## config.mk

```make
export PLATFORM = sky130hd
export DESIGN_NAME = ccd_line_rx
export DESIGN_NICKNAME = d
export VERILOG_FILES = /design/src/rtl/ccd_line_rx.sv
export SDC_FILE = /design/constraint.sdc
export NUM_CORES = 1
export LEC_CHECK = 0
export ABC_AREA = 1
export CORE_MARGIN = 2
export CORE_UTILIZATION = 35
export DETAILED_ROUTE_END_ITERATION = 16
export GPL_TIMING_DRIVEN = 1
export SLEW_MARGIN = 25
export SYNTH_ARGS = -nofsm -noshare
export SYNTH_HDL_FRONTEND = slang
export SYNTH_SLANG_ARGS = --single-unit
```

## constraint.sdc

```tcl
create_clock -name clk -period 3.4 [get_ports clk]
set_clock_uncertainty 0.05 [all_clocks]
set_input_delay 0.68 -clock clk [delete_from_list [all_inputs] [get_ports clk]]
set_output_delay 0.68 -clock clk [all_outputs]
set_load 0.01 [all_outputs]
```

## src/rtl/ccd_line_rx.sv

```systemverilog
// CCD line receiver: strips buffer/AFE-latency pixels after each hd_n fall and
// emits the active-pixel stream with frame/line markers and error flags.
module ccd_line_rx #(
  parameter int unsigned DW     = 14,
  parameter int unsigned NACT   = 2436,
  parameter int unsigned H_SKIP = 23,
  parameter int unsigned NLINES = 1640
) (
  input  logic          clk,
  input  logic          rst_n,
  input  logic          en,
  input  logic          pix_stb,
  input  logic [DW-1:0] afe_data,
  input  logic          hd_n,
  input  logic          vd_n,
  input  logic          err_clr,
  output logic          pix_valid,
  output logic [DW-1:0] pix_data,
  output logic          sof,
  output logic          sol,
  output logic          eol,
  output logic          eof,
  output logic [11:0]   line_cnt,
  output logic [15:0]   frame_cnt,
  output logic          err_short,
  output logic          err_frame
);

  localparam logic [11:0] LAST_PIX  = 12'(NACT - 1);
  localparam logic [11:0] SKIP_N    = 12'(H_SKIP);
  localparam logic [11:0] LAST_LINE = 12'(NLINES - 1);

  typedef enum logic [2:0] {IDLE, WAIT_VD, SKIP, ACTIVE, WAIT_HD} state_t;

  state_t        state, state_nxt;
  logic          stb_r;
  logic [DW-1:0] data_r;
  logic          hd_r, hd_d, vd_r;
  logic          hd_fall;
  logic [11:0]   skip_cnt, skip_cnt_nxt, pix_cnt, pix_cnt_nxt;
  logic [11:0]   line_cnt_nxt, restart_cnt;
  logic [15:0]   frame_cnt_nxt;
  logic          sof_arm, sof_arm_nxt;
  logic          emit, emit_sof, emit_sol, emit_eol, emit_eof;
  logic          set_short, set_frame;

  // Marker registers idle high so reset release never fakes an hd_n fall.
  always_ff @(posedge clk or negedge rst_n) begin
    if (!rst_n) begin
      stb_r  <= 1'b0;
      data_r <= '0;
      hd_r   <= 1'b1;
      hd_d   <= 1'b1;
      vd_r   <= 1'b1;
    end else begin
      stb_r  <= pix_stb;
      data_r <= afe_data;
      hd_r   <= hd_n;
      hd_d   <= hd_r;
      vd_r   <= vd_n;
    end
  end

  assign hd_fall     = hd_d & ~hd_r;
  assign restart_cnt = stb_r ? 12'd1 : 12'd0;

  always_comb begin
    state_nxt     = state;
    skip_cnt_nxt  = skip_cnt;
    pix_cnt_nxt   = pix_cnt;
    line_cnt_nxt  = line_cnt;
    frame_cnt_nxt = frame_cnt;
    sof_arm_nxt   = sof_arm;
    emit          = 1'b0;
    emit_sof      = 1'b0;
    emit_sol      = 1'b0;
    emit_eol      = 1'b0;
    emit_eof      = 1'b0;
    set_short     = 1'b0;
    set_frame     = 1'b0;
    case (state)
      IDLE: begin
        if (en) state_nxt = WAIT_VD;
      end
      WAIT_VD: begin
        if (!en) begin
          state_nxt = IDLE;
        end else if (hd_fall && !vd_r) begin
          state_nxt    = SKIP;
          line_cnt_nxt = '0;
          sof_arm_nxt  = 1'b1;
          skip_cnt_nxt = restart_cnt;
        end
      end
      SKIP, ACTIVE: begin
        if (hd_fall) begin
          // A strobe arriving with the hd_n fall already counts as skip #1.
          state_nxt    = SKIP;
          skip_cnt_nxt = restart_cnt;
          if (!vd_r) begin
            line_cnt_nxt = '0;
            sof_arm_nxt  = 1'b1;
            set_frame    = 1'b1;
          end else begin
            set_short = 1'b1;
            if (line_cnt != LAST_LINE) line_cnt_nxt = line_cnt + 12'd1;
          end
        end else if (stb_r) begin
          if (state == SKIP) begin
            if (skip_cnt == SKIP_N) begin
              emit        = 1'b1;
              emit_sol    = 1'b1;
              emit_sof    = sof_arm;
              sof_arm_nxt = 1'b0;
              pix_cnt_nxt = 12'd1;
              state_nxt   = ACTIVE;
            end else begin
              skip_cnt_nxt = skip_cnt + 12'd1;
            end
          end else begin
            emit = 1'b1;
            if (pix_cnt == LAST_PIX) begin
              emit_eol = 1'b1;
              if (line_cnt == LAST_LINE) begin
                emit_eof      = 1'b1;
                frame_cnt_nxt = frame_cnt + 16'd1;
                state_nxt     = en ? WAIT_VD : IDLE;
              end else begin
                line_cnt_nxt = line_cnt + 12'd1;
                state_nxt    = WAIT_HD;
              end
            end else begin
              pix_cnt_nxt = pix_cnt + 12'd1;
            end
          end
        end
      end
      WAIT_HD: begin
        if (hd_fall) begin
          state_nxt    = SKIP;
          skip_cnt_nxt = restart_cnt;
          if (!vd_r) begin
            line_cnt_nxt = '0;
            sof_arm_nxt  = 1'b1;
            set_frame    = 1'b1;
          end
        end
      end
      default: state_nxt = IDLE;
    endcase
  end

  always_ff @(posedge clk or negedge rst_n) begin
    if (!rst_n) begin
      state     <= IDLE;
      skip_cnt  <= '0;
      pix_cnt   <= '0;
      line_cnt  <= '0;
      frame_cnt <= '0;
      sof_arm   <= 1'b0;
      pix_valid <= 1'b0;
      pix_data  <= '0;
      sof       <= 1'b0;
      sol       <= 1'b0;
      eol       <= 1'b0;
      eof       <= 1'b0;
      err_short <= 1'b0;
      err_frame <= 1'b0;
    end else begin
      state     <= state_nxt;
      skip_cnt  <= skip_cnt_nxt;
      pix_cnt   <= pix_cnt_nxt;
      line_cnt  <= line_cnt_nxt;
      frame_cnt <= frame_cnt_nxt;
      sof_arm   <= sof_arm_nxt;
      pix_valid <= emit;
      if (emit) pix_data <= data_r;
      sof       <= emit_sof;
      sol       <= emit_sol;
      eol       <= emit_eol;
      eof       <= emit_eof;
      err_short <= set_short | (err_short & ~err_clr);
      err_frame <= set_frame | (err_frame & ~err_clr);
    end
  end

endmodule
```

# Word level (Yosys, flattened, before mapping)
# Cells that the tools add are included.
dict set report word_totals {
  ff_bits 95
  latch_bits 0
  ramBits 0
  romBits 0
  in_bits 21
  output_inout_bits 49
  wordCells 146
  memories 0
}
dict set report classes {
  add_sub_neg 4
  n_mul 0
  n_div 0
  order_cmp 0
  n_eq_ne 26
  n_shift 0
  mux 76
  bitwise 9
  n_reduce_logical 12
}
# operator n
set ops {}
lappend ops {{12-bit two-way mux} 21}
lappend ops {{12-bit one-hot mux with 3 select lines} 2}
lappend ops {{1-bit two-way mux} 41}
lappend ops {{12-bit by 1-bit adder with 12-bit output, second input constant} 3}
lappend ops {{3-bit two-way mux} 10}
lappend ops {{3-bit != test, second input constant} 8}
lappend ops {{16-bit by 1-bit adder with 16-bit output, second input constant} 1}
lappend ops {{7-bit AND reduction} 2}
lappend ops {{12-bit by 11-bit equality test with 1-bit output, second input constant} 1}
lappend ops {{12-bit equality test, second input constant} 1}
lappend ops {{12-bit by 5-bit equality test with 1-bit output, second input constant} 1}
lappend ops {{12-bit by 11-bit != test with 1-bit output, second input constant} 1}
lappend ops {{2-bit != test, second input constant} 6}
lappend ops {{4-bit != test, second input constant} 3}
lappend ops {{3-bit one-hot mux with 4 select lines} 1}
lappend ops {{6-bit AND reduction} 2}
lappend ops {{10-bit AND reduction} 1}
lappend ops {{3-bit by 2-bit equality test with 1-bit output, second input constant} 2}
lappend ops {{5-bit AND reduction} 1}
lappend ops {{1-bit inverter} 4}
lappend ops {{1-bit bitwise AND} 3}
lappend ops {{3-bit by 1-bit equality test with 1-bit output, second input constant} 1}
lappend ops {{3-bit equality test, second input constant} 1}
lappend ops {{3-bit logical NOT} 1}
lappend ops {{8 further kinds} 9}

# Logic depth before layout (Yosys ltp)
# Gate-level depths: netlist of run 1.
dict set report logic_depth {
  word_depth 7
  ltp_mapped 11
  ltp_nobuf 10
}

# Worst setup path before layout of run 1
# Ideal clock, no wire load.
dict set report synth_path {
  kind {register to register}
  start {register line_cnt[0]}
  end {register line_cnt[11]}
  setup_time_ps 116
  t_arrival_ps 1575
  required_ps 3234
  path_slack_ps 1659
  path_stages_with_launch 12
  path_buffers 1
  period_less_slack_ps 1741
  cell_sequence {dfrtp_1 ha_1 nand2_1 nor2_1 nand2_1 nor2_1 nand3_1 nand2_1 nor2_2 buf_6 nand2_1 nand2_1}
}
dict set report synth_between {
  elab_chain_cells 7
  elab_cells_between_ends 14
  cone_classes {add/sub (1); eq/ne (4); mux (8); reduce/logical (1)}
}
# item line_no
set synth_lines {}
lappend synth_lines {{from (decl)} 23} ;# output logic [11:0] line_cnt,
lappend synth_lines {{from (signal assigned)} 173} ;# line_cnt <= line_cnt_nxt;
lappend synth_lines {{12-bit by 1-bit adder with 12-bit output} {106, 129}}
lappend synth_lines {{12-bit two-way mux} 124} ;# if (line_cnt == LAST_LINE) begin
lappend synth_lines {{12-bit two-way mux} 122} ;# if (pix_cnt == LAST_PIX) begin
lappend synth_lines {{12-bit two-way mux} 109} ;# if (state == SKIP) begin
lappend synth_lines {{12-bit two-way mux} 108} ;# end else if (stb_r) begin
lappend synth_lines {{12-bit two-way mux} 96} ;# if (hd_fall) begin
lappend synth_lines {{12-bit one-hot mux with 3 select lines} 81} ;# case (state)
# Several ways; a longest one is shown, not always the timed one. The select of a mux whose other input is x is not followed.
# A chain may end at the register's enable or synchronous reset.

# Worst setup path after layout of run 1
dict set report layout_path {
  start {register line_cnt[0]}
  end {register frame_cnt[2]}
}
dict set report layout_between {
  elab_chain_cells 2
}
# item line_no
set layout_lines {}
lappend layout_lines {{12-bit by 11-bit equality test with 1-bit output} 124}
lappend layout_lines {{6-bit AND reduction (no line)} n/a}
lappend layout_lines {{to (signal assigned)} 174} ;# frame_cnt <= frame_cnt_nxt;
lappend layout_lines {{to (decl)} 24} ;# output logic [15:0] frame_cnt,
# Every way passes these cells.

==> flow_metrics.tcl, run 1 <==
set metrics [dict create \
    p_sw_share_pct 37.5 \
    holdWs_ns 0.329 \
    drive_above_1_share_pct 8.28 \
    timing.slew.headroom_pct 48.3 \
    cts_num_sinks 95 \
    fin_crit_ns 2.51 \
    r2r-end "frame_cnt[2]" \
    dieArea_um2 15800 \
    pin_count 70 \
    insertedDiodeCount 0 \
    ys_seq_area_share_pct 46.0 \
    synth_top_area_cell "dfrtp_1" \
    rrSetupSlack_ns 0.89 \
    met1_length_um 5580 \
    startpoint "line_cnt[0]" \
    internal-power_mw 2.21 \
    wl_um 11900 \
    reg2reg_depth 6 \
    path_clk_slew_ns 0.07 \
    status "finished clean" \
    min_period_over_period_pct 73.7 \
    grt_pass1_vias 4301 \
    min_path_type "in -> async" \
    area_growth_pct 21.1 \
    wl_met2_um 5660 \
    synth_ff_type "dfrtp_1" \
    crit_arrival_ns 2.72 \
    synthCells 666 \
    synth.avg_cell_area_um2 7.78 \
    cp.required_ns 3.61 \
    slew_violations 0 \
    cts_tree "done" \
    drt_iter0_drc 269 \
    portBuffers 69 \
    dp.cells 905 \
    gp_congestion 0.867 \
    wl_per_cell_um 13.0 \
    fin_tns_setup_ns 0 \
    final_antenna_net_count 0 \
    drc 0 \
    ys_warn_count 0 \
    cts_buffers 9 \
    fin_ws_ns 0.894 \
    die_x_um 126 \
    start_util_pct 35.8 \
    powerDensity_nw_per_um2 564 \
    cts_setup_buffers 0 \
    dp_hpwl_um 8590 \
    grt_pass1_wl_um 20800 \
    ys_seq_elements 95 \
    cp-end-kind "flip-flop" \
    pwr-share-clk_pct 28.0 \
    netlist.area_leader.share_pct 44.4 \
    clock_path_buffers 2 \
    power_frac_comb_pct 31.5 \
    rr_startpoint "line_cnt[0]" \
    power.leakage_nw 2.85 \
    async_reset_ff_share_pct 100 \
    grt_max_degree 52 \
    met3_length_um 564 \
    antenna_found_initial 0 \
    core-area_um2 14500 \
    hold_buffers 0 \
    start_kind "flip-flop" \
    peakVddDrop_mv 0.307 \
    via_count 4435 \
    max_freq_ghz 0.399 \
    top_layer "met4" \
    final_nets 757 \
    place_ws_ns 0.876 \
    vias_per_cell 4.82 \
    seqPwrFrac_pct 40.5 \
    fp.dieH_um 126 \
    rows 44 \
    instances_no_fill 921 \
    synth_edf_count 0 \
    grt_overflow 0 \
    hold_viol 0 \
    yosysMostFrequentCell "nand2_1" \
    crit_fanout 17 \
    track_usage_pct 16.1 \
    clk_latency_ns 0.36 \
    fill_cells 1452 \
    synth_area_leaders "dfrtp_1 (44%), nand2_1 (18%), nand3_1 (5.1%)" \
    tightest_slew_ns 0.771 \
    cap_violations 0 \
    cts_repair_resize_count 0 \
    synth_fp_nets 691 \
    first_pass_iters 5 \
    critical_path_class "reg -> reg" \
    yosysUniqueCellTypes 35 \
    rsz0062_at_grt "false" \
    endpoint "frame_cnt[2]" \
    p_switching_mw 1.33 \
    h-tree-depth 3 \
    syn_area_um2 5180 \
    finalSetupViolCount 0 \
    ys_top_cells_by_count "nand2_1 (247), dfrtp_1 (92), nor2_1 (59)" \
    cts_root_buf "clkbuf_16" \
]
cell families (layout without fill, tap and decap cells):
| group | count (synthesis) | after routing | synth area share, % |
|---|---|---|---|
| simple gates | 429 | 429 | 37.2 |
| flops | 95 | 95 | 46.0 |
| buf+inv | 76 | 147 | 7.12 |
| compound gates | 37 | 37 | 4.54 |
| xor+xnor | 25 | 25 | 4.23 |
| fa+ha+maj | 4 | 4 | 0.966 |
metal layers:
layer	up-vias	GRT usage, %
met5	-	0
met4	0	4.64
met3	7	4.29
met2	97	26.3
met1	2072	21.1
li1	2259	-
cell usage in the layout, fill, tap and decap left out, types with 2 or more instances in the layout:
| master | netlist | routed |
|---|---|---|
| nor3_2 | 2 | 2 |
| or2_2 | 2 | 2 |
| o21ai_1 | 5 | 5 |
| nor3_1 | 18 | 18 |
| nand2_1 | 247 | 247 |
| xor2_1 | 17 | 17 |
| nor2_8 | 3 | 3 |
| nand2_2 | 4 | 4 |
| o21ai_2 | 9 | 9 |
| nand2_4 | 3 | 3 |
| nor2_4 | 4 | 4 |
| xnor2_1 | 8 | 8 |
| dfrtp_1 | 92 | 92 |
| buf_4 | 0 | 2 |
| nand3_1 | 53 | 53 |
| dfstp_2 | 3 | 3 |
| nand3_2 | 3 | 3 |
| ha_1 | 4 | 4 |
| inv_1 | 55 | 55 |
| o211ai_1 | 4 | 4 |
| inv_2 | 5 | 5 |
| clkdlybuf4s50_1 | 0 | 68 |
| clkbuf_16 | 0 | 9 |
| nor2_1 | 59 | 59 |
| inv_6 | 0 | 5 |
| nand4_1 | 22 | 22 |
| nor2_2 | 5 | 5 |
| o21ai_0 | 16 | 16 |
power by group through the flow:
stage | clock [mW] | combinational [mW] | sequential (mW)
floorplan | 0 | 0.789 | 1.47
global placement | 0 | 1.10 | 1.45
detailed placement | 0 | 1.12 | 1.45
CTS | 1.03 | 1.13 | 1.43
global route | 1.08 | 1.25 | 1.46
finish | 0.992 | 1.11 | 1.43
worst min-delay path by stage:
stage,startpoint,end,depth (start not counted)
2_1_floorplan,rst_n,data_r[0],0
3_3_place_gp,hd_r,hd_d,0
3_5_place_dp,hd_r,hd_d,0
4_1_cts,rst_n,skip_cnt[5],1
5_1_grt,hd_r,hd_d,0
6_report,rst_n,skip_cnt[6],1
registers in the layout, indices dropped and copies added, names as in the netlist:
signal / flops
frame_cnt: 16
sof: 1
err_frame: 1
vd_r: 1
hd_d: 1
pix_data: 14
eof: 1
err_short: 1
state: 3
sol: 1
hd_r: 1
data_r: 14
skip_cnt: 12
sof_arm: 1
eol: 1
pix_cnt: 12
pix_valid: 1
line_cnt: 12
stb_r: 1
metrics by stage:
stage	area (µm²)	util, %	total power [mW]
after global placement	5980	41.3	2.55
after detailed placement	5980	41.3	2.57
after CTS	6270	43.3	3.59
after global routing	6270	43.3	3.80
after floorplan	5180	-	2.26
final	6270	43.3	3.54
critical path, stage by stage, from the launching register on:
cell	delay (ns)
dfrtp_1	0.51
ha_1	0.36
and3_1	0.19
nand2_1	0.07
nor3_2	0.59
nand2_2	0.38
o21ai_0	0.26
layout make-up:
cell class	count	area, µm²	area share [%]
multi-input cells	495	2430	38.8
clock buffers	10	229	3.65
flip-flops and latches	95	2380	38.0
inverters	60	225	3.59
well taps	184	230	3.67
clock inverters	6	60.1	0.958
repair buffers	71	716	11.4
Note: power is estimated with default switching activity, not from simulation.
==> run 2, diff against run 1 <==
==> constraint.sdc (replaced) <==
create_clock -name clk -period 2.32 [get_ports clk]
set_clock_uncertainty 0.05 [all_clocks]
set_input_delay 0.464 -clock clk [delete_from_list [all_inputs] [get_ports clk]]
set_output_delay 0.464 -clock clk [all_outputs]
set_load 0.01 [all_outputs]
==> flow_metrics.tcl, run 2 (synthesis results as in run 1) <==
set metrics [dict create \
    status "finished clean" \
    final_common_cell "nand2_1" \
    wl_per_cell_um 13.0 \
    grt_pass1_wl_um 20400 \
    wl_um 12100 \
    holdWs_ns 0.0770 \
    final_antenna_net_count 0 \
    drc 0 \
    vias_per_cell 4.82 \
    core-area_um2 14500 \
    drt_iter0_drc 344 \
    regMostFlops "frame_cnt" \
    use_met3_pct 3.48 \
    crit_fanout 17 \
    largest_registers "frame_cnt x16, data_r x14, pix_data x14" \
    cp-end-kind "flip-flop" \
    fp.dieH_um 126 \
    met1_usage_pct 21.4 \
    clock_path_buffers 2 \
    final_cell_mix "nand2_1 (247), dfrtp_1 (92), clkdlybuf4s50_1 (68)" \
    start_util_pct 35.8 \
    hold_viol 0 \
    path_clk_slew_ns 0.08 \
    rsz0062_at_grt "false" \
    cts_tree "done" \
    portBuffers 69 \
    grt_max_degree 46 \
    insertedDiodeCount 0 \
    cts_buffers 9 \
    cts_num_sinks 95 \
    pin_count 70 \
    slew_violations 0 \
    area_growth_pct 23.3 \
    hold_buffers 0 \
    top_usage_layer "met2" \
    dp_hpwl_um 8680 \
    fin_crit_ns 2.06 \
    use_met2_pct 25.3 \
    via_count 4481 \
    critical_path_class "reg -> reg" \
    largest_register_ffs 16 \
    track_usage_pct 15.8 \
    clk_latency_ns 0.35 \
    max_freq_ghz 0.486 \
    dp.cells 912 \
    antenna_found_initial 0 \
    power.leakage_nw 2.92 \
    fin_tns_setup_ns 0 \
    finalSetupViolCount 0 \
    peakVddDrop_mv 0.536 \
    first_pass_iters 5 \
    powerDensity_nw_per_um2 840 \
    grt_pass1_vias 4216 \
    dieArea_um2 15800 \
    rows 44 \
    cap_violations 0 \
    cp.required_ns 2.55 \
    gp_congestion 0.888 \
    final_nets 765 \
    cts_root_buf "clkbuf_16" \
    min_path_type "in -> async" \
    crit_arrival_ns 2.29 \
    start_kind "flip-flop" \
    die_x_um 126 \
    h-tree-depth 3 \
    timing.slew.headroom_pct 58.1 \
    tightest_slew_ns 0.629 \
    instances_no_fill 929 \
    grt_overflow 0 \
    drive_above_1_share_pct 9.53 \
    min_period_over_period_pct 88.7 \
]
-- run 2: final timing paths --
check                                 start           to  slack, ns  depth (start not counted)
max in group asynchronous             rst_n  pix_cnt[11]       1.56                          2
min in group clk                       hd_r         hd_d       0.36                          0
worst min-delay path                  rst_n  line_cnt[9]       0.08                          1
worst max-delay path            skip_cnt[1]  pix_data[0]       0.26                          9
worst max register to register  skip_cnt[1]  pix_data[0]       0.26                          9
worst min register to register         hd_r         hd_d       0.36                          0
-- run 2: power breakdown --
group / total (mW) / internal, mW / leakage [nW] / switching, mW
combinational: 1.68 / 0.622 / 1.51 / 1.05
clock: 1.60 / 0.897 / 0.159 / 0.703
sequential: 2.09 / 1.89 / 1.25 / 0.206
total: 5.37 / 3.41 / 2.92 / 1.96
-- run 2: layout make-up --
type                            count  area [µm²]
Fill cell                        1439        8090
Timing Repair Buffer               78         781
Inverter                           60         225
Tap cell                          184         230
Clock buffer                       10         239
Clock inverter                      6        81.3
Multi-Input combinational cell    496        2450
Sequential cell                    95        2380
-- run 2: timing repair --
action / CTS / global route
setup buffers: 0 / 0
endpoints found under the setup margin: 0 / 25
resized for setup: 0 / 3
hold endpoints to repair: 0 / 0
-- run 2: through the flow --
stage                     power [mW]  instance area (µm²)  setup WS, ns  utilization (%)
after floorplan                 3.31                 5180         0.579                -
after global placement          3.74                 6050         0.182             41.8
after detailed placement        3.78                 6050         0.132             41.8
after CTS                       5.40                 6370         0.141             44.0
after global routing            5.71                 6390       0.00743             44.1
final                           5.37                 6390         0.263             44.1
-- run 2: layer usage --
| metal | vias up | wire [µm] |
|---|---|---|
| met5 | - | 0 |
| met4 | 0 | 170 |
| met3 | 13 | 504 |
| met2 | 107 | 5590 |
| met1 | 2092 | 5830 |
| li1 | 2269 | - |
-- run 2: critical path, cell delays in order (launching register included) --
cell      delay (ns)
dfrtp_1         0.40
ha_1            0.28
nand2_1         0.14
nor3_2          0.12
nand3b_1        0.24
nand2_4         0.17
nand2_4         0.17
inv_2           0.26
nand2_1         0.08
nand2_1         0.07
